--- config.mk ---
export PLATFORM = sky130hd
export DESIGN_NAME = component_credit_fifo
export DESIGN_NICKNAME = d
export VERILOG_FILES = /design/src/rtl/component_pkg.sv /design/src/rtl/component_updown_counter.sv /design/src/rtl/component_credit_fifo.sv
export SDC_FILE = /design/constraint.sdc
export NUM_CORES = 1
export LEC_CHECK = 0
export BUFFER_PORTS_ARGS = -buffer_cell sky130_fd_sc_hd__buf_2
export CAP_MARGIN = 10
export CORE_AREA = 2 2 64 66
export DETAILED_ROUTE_END_ITERATION = 6
export DIE_AREA = 0 0 66 68
export GPL_TIMING_DRIVEN = 0
export PLACE_DENSITY = 0.71
export REMOVE_ABC_BUFFERS = 1
export SYNTH_ARGS = -nofsm -noshare
export SYNTH_HDL_FRONTEND = slang
export SYNTH_SLANG_ARGS = --single-unit
export TNS_END_PERCENT = 10
--- constraint.sdc ---
create_clock -name clk -period 2.3 [get_ports clk]
set_clock_uncertainty 0.1 [all_clocks]
set_input_delay 0.345 -clock clk [delete_from_list [all_inputs] [get_ports clk]]
set_output_delay 0.345 -clock clk [all_outputs]
set_load 0.01 [all_outputs]
--- src/rtl/component_pkg.sv ---
// Shared sizing helpers for the component library: counter and pointer widths.
package component_pkg;

  function automatic int cnt_w(input int n);
    return $clog2(n + 1);
  endfunction

  function automatic int ptr_w(input int n);
    return (n > 1) ? $clog2(n) : 1;
  endfunction

endpackage

--- src/rtl/component_updown_counter.sv ---
// Up/down counter with a parameterised reset value; simultaneous inc and dec hold.
module component_updown_counter #(
  parameter int WIDTH     = 4,
  parameter int RESET_VAL = 0
) (
  input  logic             clk,
  input  logic             rst,
  input  logic             inc,
  input  logic             dec,
  output logic [WIDTH-1:0] q
);

  logic [WIDTH-1:0] r_q;

  always_ff @(posedge clk) begin
    if (rst) begin
      r_q <= WIDTH'(RESET_VAL);
    end else if (inc && !dec) begin
      r_q <= r_q + 1'b1;
    end else if (dec && !inc) begin
      r_q <= r_q - 1'b1;
    end
  end

  assign q = r_q;

endmodule

--- src/rtl/component_credit_fifo.sv ---
// Credit-managed FWFT FIFO behind a fixed-latency delay pipeline.
// Optional same-cycle pass-through when empty: COMPONENT_CREDIT_FIFO_BYPASS_EN.
module component_credit_fifo
  import component_pkg::*;
#(
  parameter int WIDTH = 8,
  parameter int DEPTH = 4
) (
  input  logic                     clk,
  input  logic                     rst,
  input  logic                     launch_valid,
  output logic                     launch_ready,
  input  logic                     in_valid,
  input  logic [WIDTH-1:0]         in_data,
  output logic                     out_valid,
  output logic [WIDTH-1:0]         out_data,
  input  logic                     out_ready,
  output logic [cnt_w(DEPTH)-1:0]  count,
  output logic                     overflow_err
);

  localparam int CW = cnt_w(DEPTH);
  localparam int PW = ptr_w(DEPTH);

  logic [WIDTH-1:0] r_mem [DEPTH];
  logic [PW-1:0]    r_wr_ptr;
  logic [PW-1:0]    r_rd_ptr;
  logic [CW-1:0]    r_count;
  logic             r_ovf;

  logic [CW-1:0]    w_credit;
  logic             w_full;
  logic             w_empty;
  logic             w_bypass;
  logic             w_pop;
  logic             w_pop_store;
  logic             w_push;
  logic             w_launch_acc;

  function automatic logic [PW-1:0] ptr_inc(input logic [PW-1:0] p);
    return (p == PW'(DEPTH - 1)) ? '0 : p + 1'b1;
  endfunction

  assign w_full  = (r_count == CW'(DEPTH));
  assign w_empty = (r_count == '0);

`ifdef COMPONENT_CREDIT_FIFO_BYPASS_EN
  assign w_bypass  = in_valid && w_empty;
  assign out_valid = !w_empty || w_bypass;
  assign out_data  = w_bypass ? in_data : r_mem[r_rd_ptr];
`else
  assign w_bypass  = 1'b0;
  assign out_valid = !w_empty;
  assign out_data  = r_mem[r_rd_ptr];
`endif

  assign w_pop        = out_valid && out_ready;
  // A bypassed word that is consumed never touches storage or pointers.
  assign w_pop_store  = w_pop && !w_bypass;
  assign w_push       = in_valid && !(w_bypass && w_pop) && (!w_full || w_pop);
  assign w_launch_acc = launch_valid && launch_ready;

  component_updown_counter #(
    .WIDTH     (CW),
    .RESET_VAL (DEPTH)
  ) u_credit (
    .clk (clk),
    .rst (rst),
    .inc (w_pop),
    .dec (w_launch_acc),
    .q   (w_credit)
  );

  assign launch_ready = (w_credit != '0);

  always_ff @(posedge clk) begin
    if (rst) begin
      r_wr_ptr <= '0;
      r_rd_ptr <= '0;
      r_count  <= '0;
      r_ovf    <= 1'b0;
    end else begin
      if (w_push)      r_wr_ptr <= ptr_inc(r_wr_ptr);
      if (w_pop_store) r_rd_ptr <= ptr_inc(r_rd_ptr);
      case ({w_push, w_pop_store})
        2'b10:   r_count <= r_count + 1'b1;
        2'b01:   r_count <= r_count - 1'b1;
        default: r_count <= r_count;
      endcase
      if (in_valid && w_full && !w_pop) r_ovf <= 1'b1;
    end
  end

  // Storage is deliberately left out of reset; out_valid masks stale contents.
  always_ff @(posedge clk) begin
    if (w_push) r_mem[r_wr_ptr] <= in_data;
  end

  assign count        = r_count;
  assign overflow_err = r_ovf;

endmodule

==> impl_metrics.json <==
{
  "yosys_warnings": 0,
  "crit_required_ns": 2.41,
  "dp_cells": 186,
  "numCtsBuffers": 5,
  "die-area_mm2": 0.00449,
  "synth_cells": 113,
  "start_util": 0.479,
  "min_period_ns": 2.25,
  "worst_slew_pin_slew_ns": 0.561,
  "period_share": 0.977,
  "hold_path_end": "r_mem[3][1]",
  "drive_gt1_frac": 0.399,
  "track_usage": 0.145,
  "sw_frac_of_total": 0.298,
  "wl_um": 2970,
  "core_area_mm2": 0.00386,
  "seqPwrFrac": 0.500,
  "hold_buffers": 0,
  "drc": 0,
  "max_stage_delay_ns": 0.39,
  "dr.pass1.iters": 4,
  "cpLargestDelayFamily": "simple AND/OR/NAND/NOR gates",
  "hold_path.class": "input pin to flip-flop",
  "p_leak_uw": 0.000823,
  "synth.avg_cell_area_um2": 16.3,
  "clkPwrFrac": 0.196,
  "rrSetupSlack_ns": 0.05,
  "end_kind": "flip-flop",
  "outcome": "complete, no violations",
  "cts_buffer_depth": 2,
  "wl_per_cell_um": 15.0,
  "slew_viol_final": 0,
  "syn-cell-area_mm2": 0.00185,
  "synth_edf_count": 32,
  "cp-start-kind": "flip-flop",
  "n_antenna_cell": 0,
  "grt_pass1_wl_um": 4690,
  "core.rowCount": 23,
  "power.density_mw_per_mm2": 1020,
  "p_comb_frac": 0.304,
  "crit_slowest_cell": "or3_1",
  "holdPathStages": 1,
  "dieWidth_um": 66,
  "holdWs_ns": 0.171,
  "critPathKind": "flip-flop to flip-flop",
  "timing.rr.end": "count[2]",
  "ir_drop_v": 0.000596,
  "fp.dieH_um": 68,
  "power_switching_uw": 664,
  "cp_max_fo": 6,
  "finalHoldViolCount": 0,
  "ys_seq_elements": 45,
  "clk_latency_ns": 0.28,
  "clk_root_buffer_cell": "clkbuf_8",
  "final_cells": 198,
  "internal_power_uw": 1560,
  "gp_congestion": 0.687,
  "ant_nets": 0,
  "area.growth.synth_to_final_pct": 18.8,
  "synth_area_leaders": "edfxtp_1 (52%), dfxtp_1 (14%), mux4_2 (9.8%)",
  "grt_max_degree": 14,
  "async_flop_share": 0,
  "yosysSeqAreaShare": 0.662,
  "critPathBufInv": 2,
  "layout.nets": 169,
  "synthFlopType": "edfxtp_1",
  "vias": 1001,
  "arrival_ns": 2.36,
  "yosys.area.top_type": "edfxtp_1",
  "setup_viol": 0,
  "drtIter0Drc": 42,
  "crit_chain": "nor4b_4, nor2b_4, inv_2, ha_2, inv_1, fa_2, xor2_1, or3_1, a21oi_2",
  "grt_pass1_vias": 1019,
  "antenna_found_initial": 0,
  "hpwlAfterDp_um": 2030,
  "holdCritStartpoint": "in_data[1]",
  "synth.top_cell.area_share": 0.521,
  "cap_violations": 0,
  "ios": 27,
  "worst-r2r-cell-count": 9,
  "cts_tree": "yes",
  "via_per_inst": 5.06,
  "numClockSinks": 45,
  "grt_overflow_total": 0,
  "clkTransAtPathRegs_ns": 0.07,
  "portBuffers": 26,
  "r2r-start": "count[1]",
  "max-slew-margin-rel": 0.626,
  "fmaxAchievable_mhz": 445,
  "htreeDepth": 2,
  "ys_types": 24
}
==> per-layer routing <==
metal	global-route usage	up-vias	share of wire
li1	-	483	-
met1	0.167	489	0.39
met2	0.256	24	0.55
met3	0.0345	5	0.047
met4	0.0689	0	0.012
met5	0	-	0
==> cell usage in the layout (no fill, tap or decap), types with 2 or more instances in the layout <==
master    netlist  final
fa_2            0      2
clkbuf_1        1      2
and2_1          4      4
a21oi_1         4      3
clkbuf_8        0      5
dfxtp_1        13      9
buf_2           1     26
dfxtp_4         0      3
mux4_2          8      8
nor3_1          2      2
ha_1            7      5
or3_1           4      3
mux2i_1         3      3
nand2b_1        2      2
inv_1           8      7
xor2_1          4      4
edfxtp_1       32     32
nor2_1          8      8
buf_4           0      4
==> worst max-delay path by stage <==
stage | start | to | slack (ns) | cells after the start
finish | count[1] | count[2] | 0.05 | 9
global route | count[1] | u_credit.q[2] | -0.02 | 9
CTS | count[2] | count[2] | -0.009 | 9
detailed placement | out_ready | count[2] | -0.03 | 10
global placement | out_ready | count[2] | 0.03 | 10
floorplan | u_credit.q[0] | u_credit.q[2] | 0.06 | 8
==> what timing repair did <==
item / in CTS / in global routing
setup buffers: 0 / 4
gates cloned: 0 / 0
resized for setup: 2 / 17
setup endpoints to repair: 2 / 2
pin swaps: 0 / 4
==> power by group through the flow <==
stage	Sequential (uW)	Combinational, uW	Clock [uW]
after floorplan	1090	412	0
after global placement	1100	561	0
after detailed placement	1120	586	0
after CTS	1100	595	450
after global routing	1130	752	483
final	1110	676	437
==> registers in the layout, indices dropped and copies added, names as in the netlist, named ones only <==
register	cells
count	3
r_wr_ptr	2
overflow_err	1
r_mem	32
u_credit.q	3
r_rd_ptr	2
==> cell usage after synthesis, types with 2 or more instances <==
master	instances
ha_1	7
nand2b_1	2
xor2_1	4
o21ai_0	2
inv_1	8
mux4_2	8
nand2_1	2
fa_1	2
nor2_1	8
nor3_1	2
or3_1	4
mux2i_1	3
edfxtp_1	32
dfxtp_1	13
and2_1	4
a21oi_1	4
==> stage by stage <==
stage	TNS (ns)	worst slack, ns	total power (uW)	cell area, um^2	utilization
5_1_grt	-0.0241	-0.0204	2370	2190	0.569
4_1_cts	-0.00925	-0.00925	2150	2110	0.546
3_3_place_gp	0	0.0280	1660	2030	0.525
6_report	0	0.0523	2230	2190	0.569
2_1_floorplan	0	0.0552	1510	1830	-
3_5_place_dp	-0.0368	-0.0261	1700	2030	0.525
==> logic make-up (layout without fill, tap and decap cells) <==
kind of cell               count (synthesis)  count (layout)  synth area share
DFF                                       45              45             0.662
and+or+nand+nor                           25              25            0.0820
muxes                                     12              12             0.122
adders and majority gates                  9               9            0.0692
AOI/OAI and AO/OA                          7               7            0.0231
buffers and inverters                     11              46            0.0230
xor gates and xnor gates                   4               4            0.0190
==> final cells by class <==
class / instances / area [um^2]
multi-input combinational: 57 / 627
clock inverter: 1 / 3.75
clock buffer: 7 / 76.3
tap: 50 / 62.6
timing repair buffer: 30 / 160
fill: 328 / 1660
inverter: 8 / 30.0
sequential: 45 / 1230
Power figures use the tool's default switching activity.
